`src/rtl/cordic_pkg.sv`:
```
// Shared types and constants for the CORDIC angle feeder: widths, FSM states,
// delay-line tag layout and the quadrant-folding helper.
package cordic_pkg;

   localparam int ANGLE_W         = 32;
   localparam int DATA_W          = 16;
   // A sweep never issues more angles than the CORDIC sample width can index.
   localparam int COUNT_W         = DATA_W;
   localparam int LATENCY_DEFAULT = 16;

   typedef enum logic [1:0] {
      ST_IDLE,
      ST_RUN,
      ST_DRAIN,
      ST_DONE
   } feeder_state_e;

   typedef struct packed {
      logic valid;
      logic fold;
   } tag_t;

   typedef struct packed {
      logic [ANGLE_W-1:0] angle;
      logic               fold;
   } folded_t;

   // Quadrants 1 and 2 are rotated by 180 degrees into [-90, +90); the caller
   // negates SIN/COS for those beats.
   function automatic folded_t fold_phase(input logic [ANGLE_W-1:0] phase);
      folded_t r;
      r.fold  = phase[ANGLE_W-1] ^ phase[ANGLE_W-2];
      r.angle = {phase[ANGLE_W-1] ^ r.fold, phase[ANGLE_W-2:0]};
      return r;
   endfunction

endpackage

```
`src/rtl/cordic_angle_feeder_if.sv`:
```
// Sweep command and angle stream between a controller and the feeder.
interface cordic_angle_feeder_if;
   import cordic_pkg::*;

   logic               start;
   logic [ANGLE_W-1:0] start_phase;
   logic [ANGLE_W-1:0] step;
   logic [COUNT_W-1:0] count;
   logic               out_ready;
   logic [ANGLE_W-1:0] angle_out;
   logic               angle_valid;
   logic               fold_out;
   logic               valid_dly;
   logic               fold_dly;
   logic               busy;
   logic               done;

   modport master (
      output start, start_phase, step, count, out_ready,
      input  angle_out, angle_valid, fold_out, valid_dly, fold_dly, busy, done
   );

   modport slave (
      input  start, start_phase, step, count, out_ready,
      output angle_out, angle_valid, fold_out, valid_dly, fold_dly, busy, done
   );

endinterface

```
`src/rtl/cordic_tag_delay.sv`:
```
// Free-running tag shift register that keeps per-beat side information aligned
// with a fixed-latency pipeline; also reports whether any stage holds a flag.
module cordic_tag_delay #(
   parameter int DEPTH    = 16,
   parameter int TAG_W    = 2,
   parameter int FLAG_BIT = TAG_W - 1
) (
   input  logic             clk,
   input  logic             reset_n,
   input  logic [TAG_W-1:0] tag_i,
   output logic [TAG_W-1:0] tag_o,
   output logic             flag_any_o
);

   logic [TAG_W-1:0] stage_q [DEPTH];

   // NOTE: every stage is reset so an abandoned sweep leaves no stale marker
   // that would later surface on the delayed outputs or hold off completion.
   always_ff @(posedge clk or negedge reset_n) begin
      if (!reset_n) begin
         for (int i = 0; i < DEPTH; i++) begin
            stage_q[i] <= '0;
         end
      end else begin
         stage_q[0] <= tag_i;
         for (int i = 1; i < DEPTH; i++) begin
            stage_q[i] <= stage_q[i-1];
         end
      end
   end

   assign tag_o = stage_q[DEPTH-1];

   always_comb begin
      flag_any_o = 1'b0;
      for (int i = 0; i < DEPTH; i++) begin
         flag_any_o = flag_any_o | stage_q[i][FLAG_BIT];
      end
   end

endmodule

```
`src/rtl/cordic_angle_feeder.sv`:
```
// Issues a phase sweep to a pipelined CORDIC as folded angles, and delays the
// valid/fold tags so they line up with the CORDIC results.
module cordic_angle_feeder
   import cordic_pkg::*;
#(
   parameter int LATENCY = LATENCY_DEFAULT
) (
   input  logic                  clk,
   input  logic                  reset_n,
   cordic_angle_feeder_if.slave  bus
);

   feeder_state_e      state_q, state_d;
   logic [ANGLE_W-1:0] phase_q, phase_d;
   logic [ANGLE_W-1:0] step_q, step_d;
   logic [COUNT_W-1:0] remaining_q, remaining_d;
   folded_t            folded;
   tag_t               tag_in, tag_out;
   logic               tag_pending;
   logic               accept;

   assign folded = fold_phase(phase_q);
   assign accept = (state_q == ST_RUN) && bus.out_ready;

   always_comb begin
      // NOTE: every next-state value gets its hold default first, so no path
      // through the case leaves one unassigned and no latch is inferred.
      state_d     = state_q;
      phase_d     = phase_q;
      step_d      = step_q;
      remaining_d = remaining_q;
      case (state_q)
         ST_IDLE: begin
            if (bus.start) begin
               if (bus.count != '0) begin
                  state_d     = ST_RUN;
                  phase_d     = bus.start_phase;
                  step_d      = bus.step;
                  remaining_d = bus.count;
               end else begin
                  state_d = ST_DONE;
               end
            end
         end
         ST_RUN: begin
            if (accept) begin
               phase_d     = phase_q + step_q;
               remaining_d = remaining_q - COUNT_W'(1);
               if (remaining_q == COUNT_W'(1)) begin
                  state_d = ST_DRAIN;
               end
            end
         end
         ST_DRAIN: begin
            // Completion waits until the last accepted beat has left the
            // delay line, i.e. its CORDIC result has been presented.
            if (!tag_pending) begin
               state_d = ST_DONE;
            end
         end
         ST_DONE: begin
            state_d = ST_IDLE;
         end
         default: begin
            state_d = ST_IDLE;
         end
      endcase
   end

   // NOTE: state registers use non-blocking assignments so every register
   // samples the pre-edge values regardless of process evaluation order.
   always_ff @(posedge clk or negedge reset_n) begin
      if (!reset_n) begin
         state_q     <= ST_IDLE;
         phase_q     <= '0;
         step_q      <= '0;
         remaining_q <= '0;
      end else begin
         state_q     <= state_d;
         phase_q     <= phase_d;
         step_q      <= step_d;
         remaining_q <= remaining_d;
      end
   end

   assign tag_in = '{valid: accept, fold: accept & folded.fold};

   cordic_tag_delay #(
      .DEPTH    (LATENCY),
      .TAG_W    ($bits(tag_t)),
      .FLAG_BIT ($bits(tag_t) - 1)
   ) u_tag_delay (
      .clk        (clk),
      .reset_n    (reset_n),
      .tag_i      (tag_in),
      .tag_o      (tag_out),
      .flag_any_o (tag_pending)
   );

   assign bus.angle_out   = folded.angle;
   assign bus.fold_out    = folded.fold;
   assign bus.angle_valid = (state_q == ST_RUN);
   assign bus.valid_dly   = tag_out.valid;
   assign bus.fold_dly    = tag_out.fold;
   assign bus.busy        = (state_q == ST_RUN) || (state_q == ST_DRAIN);
   assign bus.done        = (state_q == ST_DONE);

endmodule

```
`src/flat_wrapper.sv`:
```
// flat-port wrapper written by rule: the top's interface ports become plain ports
module cordic_angle_feeder_flat import cordic_pkg::*;
#(
   parameter int LATENCY = LATENCY_DEFAULT
)
  (clk, reset_n, bus_start, bus_start_phase, bus_step, bus_count, bus_out_ready, bus_angle_out, bus_angle_valid, bus_fold_out, bus_valid_dly, bus_fold_dly, bus_busy, bus_done);
  cordic_angle_feeder_if bus_i ();
  input  logic clk;
  input  logic reset_n;
  input wire logic [$bits(bus_i.start)-1:0] bus_start;
  input wire logic [$bits(bus_i.start_phase)-1:0] bus_start_phase;
  input wire logic [$bits(bus_i.step)-1:0] bus_step;
  input wire logic [$bits(bus_i.count)-1:0] bus_count;
  input wire logic [$bits(bus_i.out_ready)-1:0] bus_out_ready;
  output wire logic [$bits(bus_i.angle_out)-1:0] bus_angle_out;
  output wire logic [$bits(bus_i.angle_valid)-1:0] bus_angle_valid;
  output wire logic [$bits(bus_i.fold_out)-1:0] bus_fold_out;
  output wire logic [$bits(bus_i.valid_dly)-1:0] bus_valid_dly;
  output wire logic [$bits(bus_i.fold_dly)-1:0] bus_fold_dly;
  output wire logic [$bits(bus_i.busy)-1:0] bus_busy;
  output wire logic [$bits(bus_i.done)-1:0] bus_done;
  assign bus_i.start = bus_start;
  assign bus_i.start_phase = bus_start_phase;
  assign bus_i.step = bus_step;
  assign bus_i.count = bus_count;
  assign bus_i.out_ready = bus_out_ready;
  assign bus_angle_out = bus_i.angle_out;
  assign bus_angle_valid = bus_i.angle_valid;
  assign bus_fold_out = bus_i.fold_out;
  assign bus_valid_dly = bus_i.valid_dly;
  assign bus_fold_dly = bus_i.fold_dly;
  assign bus_busy = bus_i.busy;
  assign bus_done = bus_i.done;
  cordic_angle_feeder #(.LATENCY(LATENCY)) u_core (.clk(clk), .reset_n(reset_n), .bus(bus_i));
endmodule
```
`config.mk`:
```
export PLATFORM = sky130hd
export DESIGN_NAME = cordic_angle_feeder_flat
export DESIGN_NICKNAME = d
export VERILOG_FILES = /design/src/rtl/cordic_pkg.sv /design/src/rtl/cordic_angle_feeder_if.sv /design/src/rtl/cordic_tag_delay.sv /design/src/rtl/cordic_angle_feeder.sv /design/src/flat_wrapper.sv
export SDC_FILE = /design/constraint.sdc
export NUM_CORES = 1
export LEC_CHECK = 0
export BUFFER_PORTS_ARGS = -buffer_cell sky130_fd_sc_hd__buf_4
export CELL_PAD_IN_SITES_DETAIL_PLACEMENT = 1
export CELL_PAD_IN_SITES_GLOBAL_PLACEMENT = 1
export CORE_UTILIZATION = 40
export CTS_BUF_LIST = sky130_fd_sc_hd__clkbuf_4
export DETAILED_ROUTE_END_ITERATION = 7
export PLACE_DENSITY = 0.85
export SETUP_SLACK_MARGIN = 0.15
export SLEW_MARGIN = 5
export SYNTH_ARGS = -nofsm -noshare
export SYNTH_HDL_FRONTEND = slang
export SYNTH_SLANG_ARGS = --single-unit
```
`constraint.sdc`:
```
create_clock -name clk -period 2.7 [get_ports clk]
set_input_delay 0.135 -clock clk [delete_from_list [all_inputs] [get_ports clk]]
set_output_delay 0.135 -clock clk [all_outputs]
set_load 0.1 [all_outputs]
```
== Yosys cells after proc, flatten, opt, wreduce, memory -nomap -nowiden ==
Index checks and enable logic that the tools add are counted.

* Mux-type cells: 14
* Bitwise logic cells: 18
* Add/subtract/negate cells: 2
* Reductions and logical operators: 8
* Eq/ne operators: 9

{| class="wikitable"
|+ Operators by type and width
! operator !! count
|-
| 32-bit 2-to-1 mux || 3
|-
| 32-bit case mux with 2 select lines || 1
|-
| 16-bit 2-to-1 mux || 3
|-
| 32-bit adder || 1
|-
| 16-bit case mux with 2 select lines || 1
|-
| 16-bit by 1-bit == test with 1-bit output, second input constant || 1
|-
| 16-bit nonzero test || 1
|-
| 16-bit by 1-bit subtractor with 16-bit output, second input constant || 1
|-
| 1-bit OR || 15
|-
| 2-bit 2-to-1 mux || 5
|-
| 2-bit case mux with 4 select lines || 1
|-
| 4-bit AND reduction || 2
|-
| 2-bit by 1-bit != test with 1-bit output, second input constant || 3
|-
| 2-bit == test, second input constant || 2
|-
| 2-bit != test, second input constant || 2
|-
| 3-bit AND reduction || 1
|-
| 2-bit by 1-bit == test with 1-bit output, second input constant || 1
|-
| 2-bit logical NOT || 1
|-
| 2-bit nonzero test || 1
|-
| 1-bit XOR || 2
|-
| 1-bit bitwise AND || 1
|-
| 1-bit logical AND || 1
|-
| 1-bit logical OR || 1
|}

* Output and inout port bits: 38
* Input port bits: 84
* Register bits after elaboration: 114
* Word-level logic and storage cells: 71

== Logic depth before layout (Yosys ltp) ==
Gate-level depths: netlist of the first run.

* Word-level depth: 17
* Mapped depth: 12
* Depth with buffers taken out: 12

== Hierarchy ==
Synthesis of the first run repeated with hierarchy kept, for this count alone.

* Cells, all modules: 658
* Area total of the unflattened synthesis: 6,596.3 um2

{| class="wikitable"
|+ Modules (own cells, without submodules)
! module !! cells an instance !! instances !! area each (um2) !! sequential area each (um2)
|-
| cordic_angle_feeder || 619 || 1 || 5,749.3 || 2,052.0
|-
| cordic_tag_delay || 39 || 1 || 847.1 || 800.8
|}

== Worst setup path after synthesis of the first run ==
OpenSTA, ideal clock, no wires.

* Path kind: register to register
* Start: register u_core.state_q[1]
* End: register u_core.phase_q[9]
* Path slack: -203 ps
* Path buffers: 2
* Data required time: 2,623 ps
* Cell stages (with the launch flop): 10
* Data arrival time: 2,826 ps
* Period minus slack after synthesis: 2,903 ps
* Setup time: 77 ps
* Cell sequence: dfrtp_1 -> inv_1 -> ha_1 -> clkinv_1 -> nand2_1 -> a22o_1 -> clkbuf_1 -> clkbuf_1 -> a21oi_1 -> a21oi_1

* Word-level cells in the longest chain between the ends: 4
* Elaborated cells on any way between the ends: 9
* Those cells by class: eq/ne (4); mux (1); reduce/logical (4)

{| class="wikitable"
|+ RTL lines
! element !! line !! source
|-
| from (decl) || cordic_angle_feeder.sv:13 || <nowiki>feeder_state_e state_q, state_d;</nowiki>
|-
| from (signal assigned) || cordic_angle_feeder.sv:79 || <nowiki>state_q <= state_d;</nowiki>
|-
| 2-bit by 1-bit == test with 1-bit output (*) || - ||
|-
| net bus_angle_valid || flat_wrapper.sv:16 || <nowiki>output wire logic [$bits(bus_i.angle_valid)-1:0] bus_angle_valid;</nowiki>
|-
| 1-bit logical AND || cordic_angle_feeder.sv:23 || <nowiki>assign accept = (state_q == ST_RUN) && bus.out_ready;</nowiki>
|-
| 2-bit by 1-bit != test with 1-bit output (no line) || - ||
|-
| 4-bit AND reduction (no line) || - ||
|-
| to (signal assigned) || cordic_angle_feeder.sv:80 || <nowiki>phase_q <= phase_d;</nowiki>
|-
| to (decl) || cordic_angle_feeder.sv:14 || <nowiki>logic [ANGLE_W-1:0] phase_q, phase_d;</nowiki>
|}

The timed path passes the listed nets; every way through them passes the cells marked *.
A chain may end at the register's enable or synchronous reset.

== Worst setup path after layout of the first run ==
* Start: register u_core.phase_q[0]
* End: register u_core.phase_q[10]

* Word-level cells in the longest chain between the ends: 3

{| class="wikitable"
|+ RTL lines
! element !! line !! source
|-
| 32-bit adder || cordic_angle_feeder.sv:47 || <nowiki>phase_d = phase_q + step_q;</nowiki>
|-
| 32-bit 2-to-1 mux || cordic_angle_feeder.sv:46 || <nowiki>if (accept) begin</nowiki>
|-
| 32-bit case mux with 2 select lines || cordic_angle_feeder.sv:32 || <nowiki>case (state_q)</nowiki>
|}

No other way between the ends. The select of a mux whose other input is x is not followed.

==> results.ini, run 1 <==
[run_status]
outcome = complete, but fails checks
violations = negative hold slack, negative setup slack

[worst_setup_path]
critical-path-top-delay-family = compound AO/OA/AOI/OAI gates
critical_path_buf_inv_count = 2
cpMaxStageDelayCell = dfrtp_1
cp-end-kind = flop
crit_chain = ha_2, inv_2, fa_2, nor2b_2, o31a_1, o31ai_4, buf_4, a21oi_2, or2_1, a21o_1, a211o_1, a31oi_1, o21ai_1
criticalPathCategory = flop to flop
slowest_delay_ns = 0.42
crit_arrival_ns = 3.31
reg2reg_slack_ns = -0.14
r2r_start = u_core.phase_q[0]$_DFFE_PN0P_
worst-path-max-fanout = 2
critPathLaunchType = flop
cp_data_required_time_ns = 3.17
crit_start = u_core.phase_q[0]$_DFFE_PN0P_

[global_route]
gr-usage-met2_pct = 52.3
grt.busiest_layer = met2
grt_overflow_total = 0
grt_max_degree = 75
met1_usage_pct = 32.5
grt_pass1_vias = 6661
gr-usage-met3_pct = 5.74
track_usage_pct = 28.9
antenna_found_initial = 0
grt_pass1_wl_microns = 36300

[clock_tree]
cts_tree = done
clock_latency_ns = 0.59
htree_levels = 4
cts-root-buf = clkbuf_4
clock_sinks = 114
clock_path_buffers = 2
cts_buffers = 17
path_clk_slew_ns = 0.12

[timing]
fin_skew_ns = 0.0234
fin_ws_ns = -0.139
rsz0062_at_grt = true
hold_ws_ns = -0.00364
slew_violations = 0
relSlewSlack_pct = 35.4
fmax_mhz = 352
period_minus_slack_ns = 2.84
period_share_pct = 105
setup_viol = 13
hold_viol = 1
worst_pin_slew_ns = 0.969

[cells_and_area]
fin_nets = 996
final_cell_mix = buf_4, dfrtp_1, dlygate4sd3_1
drive_gt1_share_pct = 35.1
final_common_cell = buf_4
areaGrowthSynthToFinish_pct = 44.3
final_util_pct = 59.1

[synth]
ys_seq_area_share_pct = 44.0
synth_seq_cells = 114
ys_types = 65
synth_top_flop_cell = dfrtp_1
synthCells = 648
synth_edf_count = 0
async_flop_share_pct = 100
yosysWarningCount = 0
synth_area_sq_um = 6480
synth.avg_cell_area_sq_um = 10.0
syn-num-nets = 771

[routing]
vias = 6118
wl_microns = 23700
antenna_left = 0
drc = 0
drt_iter0_drc = 221
wl_per_cell_microns = 21.5
firstDrtPassIters = 4
via_per_inst = 5.55

[worst_hold_path]
hp-class = input pin to flop
min_from = bus_start_phase[25]

[floorplanning]
die_w_microns = 129
start_util_pct = 40.9
ioPinCount = 122
die_h_microns = 129
core_sq_um = 15800
die-area_sq_um = 16700
core.rowCount = 46

[job]
drv_cap = 0

[placed_design]
gp_congestion = 0.902
hpwl_microns = 14100
portBuffers = 121

routing by layer:
layer  wire (microns)  up-vias
li1                 -     2786
met1             9180     3038
met2            12600      207
met3             1070       87
met4              927        0
met5                0        -
worst paths after layout:
kind / to / depth (start not counted)
hold / removal: u_core.phase_q[25]$_DFFE_PN0P_ / 4
setup reg to reg: u_core.phase_q[10]$_DFFE_PN0P_ / 13
min in group asynchronous: u_core.u_tag_delay.tag_o[0]$_DFF_PN0_ / 2
setup / recovery: u_core.phase_q[10]$_DFFE_PN0P_ / 13
hold reg to reg: u_core.u_tag_delay.stage_q[4]$_DFF_PN0_ / 0
max in group asynchronous: u_core.state_q[0]$_DFFE_PN0P_ / 3
registers in the layout (all words and copies together) (netlist names):
name                        cells
u_core.phase_q                 32
u_core.remaining_q             16
u_core.state_q                  2
u_core.step_q                  32
u_core.u_tag_delay.stage_q     30
u_core.u_tag_delay.tag_o        2
synthesized netlist by cell type, types with 3 or more instances:
library cell	instances	area share [%]
nand2_1	47	2.7
a211oi_1	6	0.70
o21ai_0	52	4.0
mux2i_1	19	2.9
nand3_1	28	2.2
o211ai_1	3	0.35
nor2b_1	8	0.77
a21o_1	20	2.3
a21oi_1	51	3.9
clkbuf_1	18	1.0
o2111ai_1	3	0.41
inv_1	18	1.0
o22ai_1	16	1.5
mux2_2	33	5.7
xor2_1	9	1.2
buf_4	31	3.6
buf_1	5	0.29
xnor2_1	13	1.8
nor4_1	10	0.97
dfrtp_1	114	44
o21a_1	5	0.58
or3_1	5	0.48
a211o_1	3	0.41
a31oi_1	6	0.58
nor3b_1	5	0.58
ha_1	38	7.3
o21ai_1	4	0.31
nor3_1	4	0.31
nor2_1	29	1.7
nand3b_1	4	0.46
final cells by class:
type	count	area, sq um
Tap cell	216	270
Clock inverter	13	186
Multi-Input combinational cell	459	3620
Timing Repair Buffer	262	2200
Inverter	19	71.3
Fill cell	1719	6480
Clock buffer	19	143
Antenna cell	1	2.50
Sequential cell	114	2850
repair_timing:
action | 4_1_cts | 5_1_grt
hold buffers | 80 | 0
setup endpoints to repair | 16 | 24
pin swaps | 12 | 22
setup buffers | 14 | 6
endpoints found under the hold margin | 151 | 0
resized for setup | 35 | 39
kinds of logic after synthesis:
logic type | synth area share (%)
fa+ha+maj | 7.65
compound gates | 18.1
xor+xnor | 2.97
buf+inv | 6.18
simple gates | 12.3
mux | 8.85
flops | 44.0
metrics by stage:
step                      setup slack [ns]  setup TNS (ns)  cells  instance area, sq um  hold WS [ns]
after global routing                -0.205           -1.68   1102                  9350       0.00744
after detailed placement           -0.0918          -0.376    970                  7680         0.336
after CTS                           0.0250               0   1096                  9130      0.000791
after global placement              0.0307               0    970                  7680         0.325
final                               -0.139          -0.839   1103                  9350      -0.00364
after floorplan                      0.116               0    648                  6490        -0.161
worst register-to-register path, delay by kind of cell (launching register included):
kind	cells	cell delay (ns)
buffers and inverters	2	0.24
AOI/OAI and AO/OA	7	1.37
adders and majority gates	2	0.41
and+or+nand+nor	2	0.30
DFF	1	0.42
Power of run 1 is not shown: default switching activity piles up to over one toggle a cycle in this logic, so the estimate is an artifact.
==> inputs of run 2 (changes only) <==
- RECOVER_POWER: not set -> 100
==> run 2 against run 1 <==
The flow finishes with violations (negative hold slack, max-capacitance violations, max-slew violations, negative setup slack). Via count up 0.93%. Sequential share of layout area up 0.60 points. Routed wire length down 0.11%. Clock skew about the same. Critical path type unchanged.
==> results.ini, run 2 (synthesis results as in run 1) <==
[run_status]
outcome = complete, but fails checks
violations = negative hold slack, max-capacitance violations, max-slew violations, negative setup slack

[floorplanning]
die-area_sq_um = 16700  ; unchanged
ioPinCount = 122  ; unchanged
start_util_pct = 40.9  ; unchanged
die_w_microns = 129  ; unchanged
die_h_microns = 129  ; unchanged
core_sq_um = 15800  ; unchanged
core.rowCount = 46  ; unchanged

[routing]
firstDrtPassIters = 4  ; unchanged
drc = 0  ; unchanged
wl_per_cell_microns = 21.5  ; -0.11%
via_per_inst = 5.60  ; +0.93%
wl_microns = 23700  ; -0.11%
drt_iter0_drc = 209  ; -5.4%
antenna_left = 0  ; unchanged
vias = 6175  ; +0.93%

[timing]
worst_pin_slew_ns = 1.90  ; +0.929 ns
period_share_pct = 105  ; about the same
hold_viol = 1  ; unchanged
fin_ws_ns = -0.141  ; -0.00169 ns
slew_violations = 75  ; +75
fin_tns_setup_ns = -0.984  ; -0.145 ns
rsz0062_at_grt = true
fmax_mhz = 352  ; about the same
fin_skew_ns = 0.0239  ; +0.000485 ns
period_minus_slack_ns = 2.84  ; +0.00169 ns
relSlewSlack_pct = -26.5  ; -62 points
setup_viol = 25  ; +12
hold_ws_ns = -0.0101  ; -0.00648 ns

[global_route]
track_usage_pct = 28.9  ; unchanged
grt_pass1_wl_microns = 36300  ; unchanged
grt_max_degree = 75  ; unchanged
grt_overflow_total = 0  ; unchanged
antenna_found_initial = 0  ; unchanged
grt_pass1_vias = 6661  ; unchanged

[clock_tree]
cts_buffers = 17  ; unchanged
htree_levels = 4  ; unchanged
clock_latency_ns = 0.60  ; about the same
path_clk_slew_ns = 0.12  ; about the same
clock_sinks = 114  ; unchanged
cts-root-buf = clkbuf_4
clock_path_buffers = 2  ; unchanged
cts_tree = done

[cells_and_area]
drive_gt1_share_pct = 30.6  ; -4.5 points
fill_cells = 1757  ; +2.2%
fin_cells = 1103  ; unchanged
reg_top3 = u_core.phase_q: 32 flops, u_core.step_q: 32 flops, u_core.u_tag_delay.stage_q: 30 flops
fin_nets = 996  ; unchanged
areaGrowthSynthToFinish_pct = 41.5
regArea_sq_um = 2850  ; unchanged
final_cell_mix = buf_4, dfrtp_1, dlygate4sd3_1
multiInputGateArea_sq_um = 3610  ; -0.35%
final_common_cell = buf_4

[placed_design]
portBuffers = 121  ; unchanged
gp_congestion = 0.902  ; unchanged
dpl.cell_count = 970  ; unchanged
hpwl_microns = 14100  ; unchanged

[worst_setup_path]
crit_arrival_ns = 3.32  ; about the same
cp_data_required_time_ns = 3.18  ; about the same
slowest_delay_ns = 0.42  ; about the same
critPathLaunchType = flop
crit_chain = ha_2, inv_2, fa_2, nor2b_2, o31a_1, o31ai_4, buf_4, a21oi_2, or2_1, a21o_1, a211o_1, a31oi_1, o21ai_1
cp-end-kind = flop
r2r_cells = 13  ; unchanged
cpMaxStageDelayCell = dfrtp_1
worst-path-max-fanout = 2  ; unchanged
criticalPathCategory = flop to flop

[worst_hold_path]
hp-class = input pin to flop
hold_depth = 4  ; unchanged

[job]
drv_cap = 1  ; +1

run 2: changes by cell type in the layout (fill, tap and decap cells not counted), moves of 2 or more:
cell / previous run / this run
buf_4: 178 / 134
clkbuf_1: 0 / 37
clkbuf_2: 0 / 6
clkbuf_4: 19 / 21
run 2: routing by layer:
metal | vias up | global-route usage [%] | wire (microns)
met5 | - | 0 | 0
met4 | 0 | 14.0 | 949
met3 | 89 | 5.74 | 1200
met2 | 248 | 52.3 | 12400
met1 | 3057 | 32.5 | 9130
li1 | 2781 | - | -
run 2: layout make-up:
class | instances | area share [%]
inverter | 19 | 0.778
clock inverter | 13 | 2.03
sequential | 114 | 31.1
timing repair buffer | 262 | 22.2
antenna | 1 | 0.0273
clock buffer | 19 | 1.56
multi-input combinational | 459 | 39.4
tap | 216 | 2.95
run 2: per-stage QoR:
stage          instance area, sq um  setup slack (ns)  utilization, %
6_report                       9170            -0.141            57.9
5_1_grt                        9170            -0.205            57.9
2_1_floorplan                  6490             0.116               -
3_3_place_gp                   7680            0.0307            48.5
4_1_cts                        9130            0.0250            57.7
3_5_place_dp                   7680           -0.0918            48.5
run 2: what timing repair did:
action | CTS | global route
endpoints found under the setup margin | 16 | 24
hold buffers | 80 | 0
gates resized for setup | 35 | 39
hold endpoints to repair | 151 | 0
setup buffers | 14 | 6
pin swaps | 12 | 22
run 2: critical path: cells and delay by family, from the launching register on:
| family | cells | cell delay [ns] |
|---|---|---|
| AND/OR/NAND/NOR | 2 | 0.30 |
| AO/OA/AOI/OAI | 7 | 1.36 |
| buffers and inverters | 2 | 0.23 |
| adder cells (fa/ha/maj) | 2 | 0.42 |
| flip-flops | 1 | 0.42 |
run 2: final timing paths:
path | from | slack (ns) | end
setup / recovery | u_core.phase_q[0]$_DFFE_PN0P_ | -0.14 | u_core.phase_q[10]$_DFFE_PN0P_
hold / removal | bus_start_phase[25] | -0.01 | u_core.phase_q[25]$_DFFE_PN0P_
setup reg to reg | u_core.phase_q[0]$_DFFE_PN0P_ | -0.14 | u_core.phase_q[10]$_DFFE_PN0P_
hold reg to reg | u_core.u_tag_delay.stage_q[6]$_DFF_PN0_ | 0.35 | u_core.u_tag_delay.stage_q[4]$_DFF_PN0_
max in group asynchronous | reset_n | 0.65 | u_core.u_tag_delay.stage_q[11]$_DFF_PN0_
min in group asynchronous | reset_n | 0.59 | u_core.u_tag_delay.tag_o[0]$_DFF_PN0_
Power of run 2 is left out for the same reason.
==> inputs of run 3 (changes only) <==
- MAX_ROUTING_LAYER: not set -> met4
==> run 3 against run 2 <==
The flow still finishes with violations (negative hold slack, max-capacitance violations, max-slew violations, negative setup slack). Maximum frequency is 1.7% higher. Critical path type unchanged. Critical path depth stayed put. First-iteration DRC count is 51% higher. Register-to-register slack better by 0.05 ns. Cell area hardly changed. Global-route usage is 0.81 points higher. Clock skew is 0.0041 ns higher. Core utilization hardly changed. Sequential cell count stayed put. Non-clock buffer count is 1 lower. Routed wire length is 1.8% higher. Highest routed layer unchanged.
==> results.ini, run 3 (synthesis results as in run 1) <==
[run_status]
outcome = complete, but fails checks
violations = negative hold slack, max-capacitance violations, max-slew violations, negative setup slack

[floorplanning]
die_w_microns = 129  ; unchanged
start_util_pct = 40.9  ; unchanged
die_h_microns = 129  ; unchanged
core_sq_um = 15800  ; unchanged
core.rowCount = 46  ; unchanged
ioPinCount = 122  ; unchanged
die-area_sq_um = 16700  ; unchanged

[worst_setup_path]
worst-path-max-fanout = 2  ; unchanged
cp-end-kind = flop
crit_arrival_ns = 3.27  ; -0.05 ns
r2r_cells = 13  ; unchanged
criticalPathCategory = flop to flop
cp_data_required_time_ns = 3.18  ; about the same
critPathLaunchType = flop

[timing]
setup_viol = 12  ; -52%
period_minus_slack_ns = 2.79  ; -0.0476 ns
relSlewSlack_pct = -27.1  ; -0.51 points
hold_ws_ns = -0.0174  ; -0.00728 ns
worst_pin_slew_ns = 1.91  ; +0.00765 ns
fin_ws_ns = -0.0934  ; +0.0476 ns
slew_violations = 75  ; unchanged
hold_viol = 1  ; unchanged
fin_skew_ns = 0.0280  ; +0.00411 ns
period_share_pct = 103  ; -1.8 points
fmax_mhz = 358  ; +1.7%
rsz0062_at_grt = true

[cells_and_area]
drive_gt1_share_pct = 30.5  ; -0.078 points
areaGrowthSynthToFinish_pct = 41.4  ; about the same
reg_top3 = u_core.phase_q: 32 flops, u_core.step_q: 32 flops, u_core.u_tag_delay.stage_q: 30 flops
multiInputGateArea_sq_um = 3610  ; about the same
regArea_sq_um = 2850  ; unchanged
fill_cells = 1756  ; -0.057%
fin_nets = 995  ; -0.10%
final_cell_mix = buf_4, dfrtp_1, dlygate4sd3_1
final_common_cell = buf_4
fin_cells = 1103  ; unchanged

[routing]
antenna_left = 0  ; unchanged
dr_wl_met3_microns = 1140  ; -5.1%
vias = 6201  ; +0.42%
via_per_inst = 5.62  ; +0.42%
drt_iter0_drc = 316  ; +51%
wl_per_cell_microns = 21.9  ; +1.8%
firstDrtPassIters = 5  ; +1
top_layer_used = met4
route.met2.wl_microns = 12600  ; +1.2%
drc = 0  ; unchanged
wl_microns = 24100  ; +1.8%
wl_met1_microns = 9380  ; +2.7%

[placed_design]
hpwl_microns = 14100  ; unchanged
gp_congestion = 0.918  ; +1.7%
portBuffers = 121  ; unchanged
dpl.cell_count = 970  ; unchanged

[global_route]
grt_pass1_vias = 6683  ; +0.33%
grt_pass1_wl_microns = 36200  ; -0.27%
grt_overflow_total = 0  ; unchanged
antenna_found_initial = 1  ; +1
track_usage_pct = 29.8  ; +0.81 points
grt_max_degree = 75  ; unchanged

[clock_tree]
path_clk_slew_ns = 0.12  ; about the same
clock_latency_ns = 0.60  ; about the same
htree_levels = 4  ; unchanged
clock_path_buffers = 2  ; unchanged
cts-root-buf = clkbuf_4
cts_buffers = 17  ; unchanged
cts_tree = done
clock_sinks = 114  ; unchanged

[worst_hold_path]
hp-class = input pin to flop
hold_depth = 4  ; unchanged

[job]
drv_cap = 1  ; unchanged

run 3: worst paths after layout:
| kind | from | to | slack (ns) |
|---|---|---|---|
| setup / recovery | u_core.phase_q[0]$_DFFE_PN0P_ | u_core.phase_q[10]$_DFFE_PN0P_ | -0.09 |
| setup reg to reg | u_core.phase_q[0]$_DFFE_PN0P_ | u_core.phase_q[10]$_DFFE_PN0P_ | -0.09 |
| min in group asynchronous | reset_n | u_core.u_tag_delay.tag_o[0]$_DFF_PN0_ | 0.61 |
| hold reg to reg | u_core.u_tag_delay.stage_q[6]$_DFF_PN0_ | u_core.u_tag_delay.stage_q[4]$_DFF_PN0_ | 0.35 |
| max in group asynchronous | reset_n | u_core.u_tag_delay.stage_q[7]$_DFF_PN0_ | 0.64 |
| hold / removal | bus_start_phase[25] | u_core.phase_q[25]$_DFFE_PN0P_ | -0.02 |
run 3: what timing repair did:
| item | CTS | global route |
|---|---|---|
| pin swaps | 12 | 21 |
| hold endpoints to repair | 151 | 0 |
| hold buffers | 80 | 0 |
| gates resized for setup | 35 | 39 |
| buffers inserted | 14 | 5 |
| endpoints found under the setup margin | 16 | 24 |
run 3: through the flow:
step                      setup WS (ns)  instance area, sq um  hold slack (ns)  setup TNS [ns]  utilization (%)
final                           -0.0934                  9160          -0.0174          -0.599             57.9
after global routing             -0.204                  9160         -0.00109           -2.16             57.9
after CTS                        0.0250                  9130         0.000791               0             57.7
after detailed placement        -0.0918                  7680            0.336          -0.376             48.5
after global placement           0.0307                  7680            0.325               0             48.5
after floorplan                   0.116                  6490           -0.161               0                -
run 3: layer usage:
metal	GRT usage, %	vias up
met5	-	-
met3	5.62	94
met4	14.5	0
met2	52.0	242
met1	32.4	3089
li1	-	2776
run 3: worst max-delay path, cell delays in order (launching register included):
cell and delay, ns:
dfrtp_1 0.42, ha_2 0.21, inv_2 0.06, fa_2 0.20, nor2b_2 0.05, o31a_1 0.28
o31ai_4 0.25, buf_4 0.18, a21oi_2 0.05, or2_1 0.24, a21o_1 0.19, a211o_1 0.28
a31oi_1 0.18, o21ai_1 0.10
run 3: area by class of cell:
cell class              count  share of cell area (%)
repair buffers            261                    22.1
flip-flops and latches    114                    31.1
clock buffers              19                    1.56
well taps                 216                    2.95
diodes                      2                  0.0546
clock inverters            13                    2.03
inverters                  19                   0.778
multi-input cells         459                    39.4
Power of run 3 is left out for the same reason.
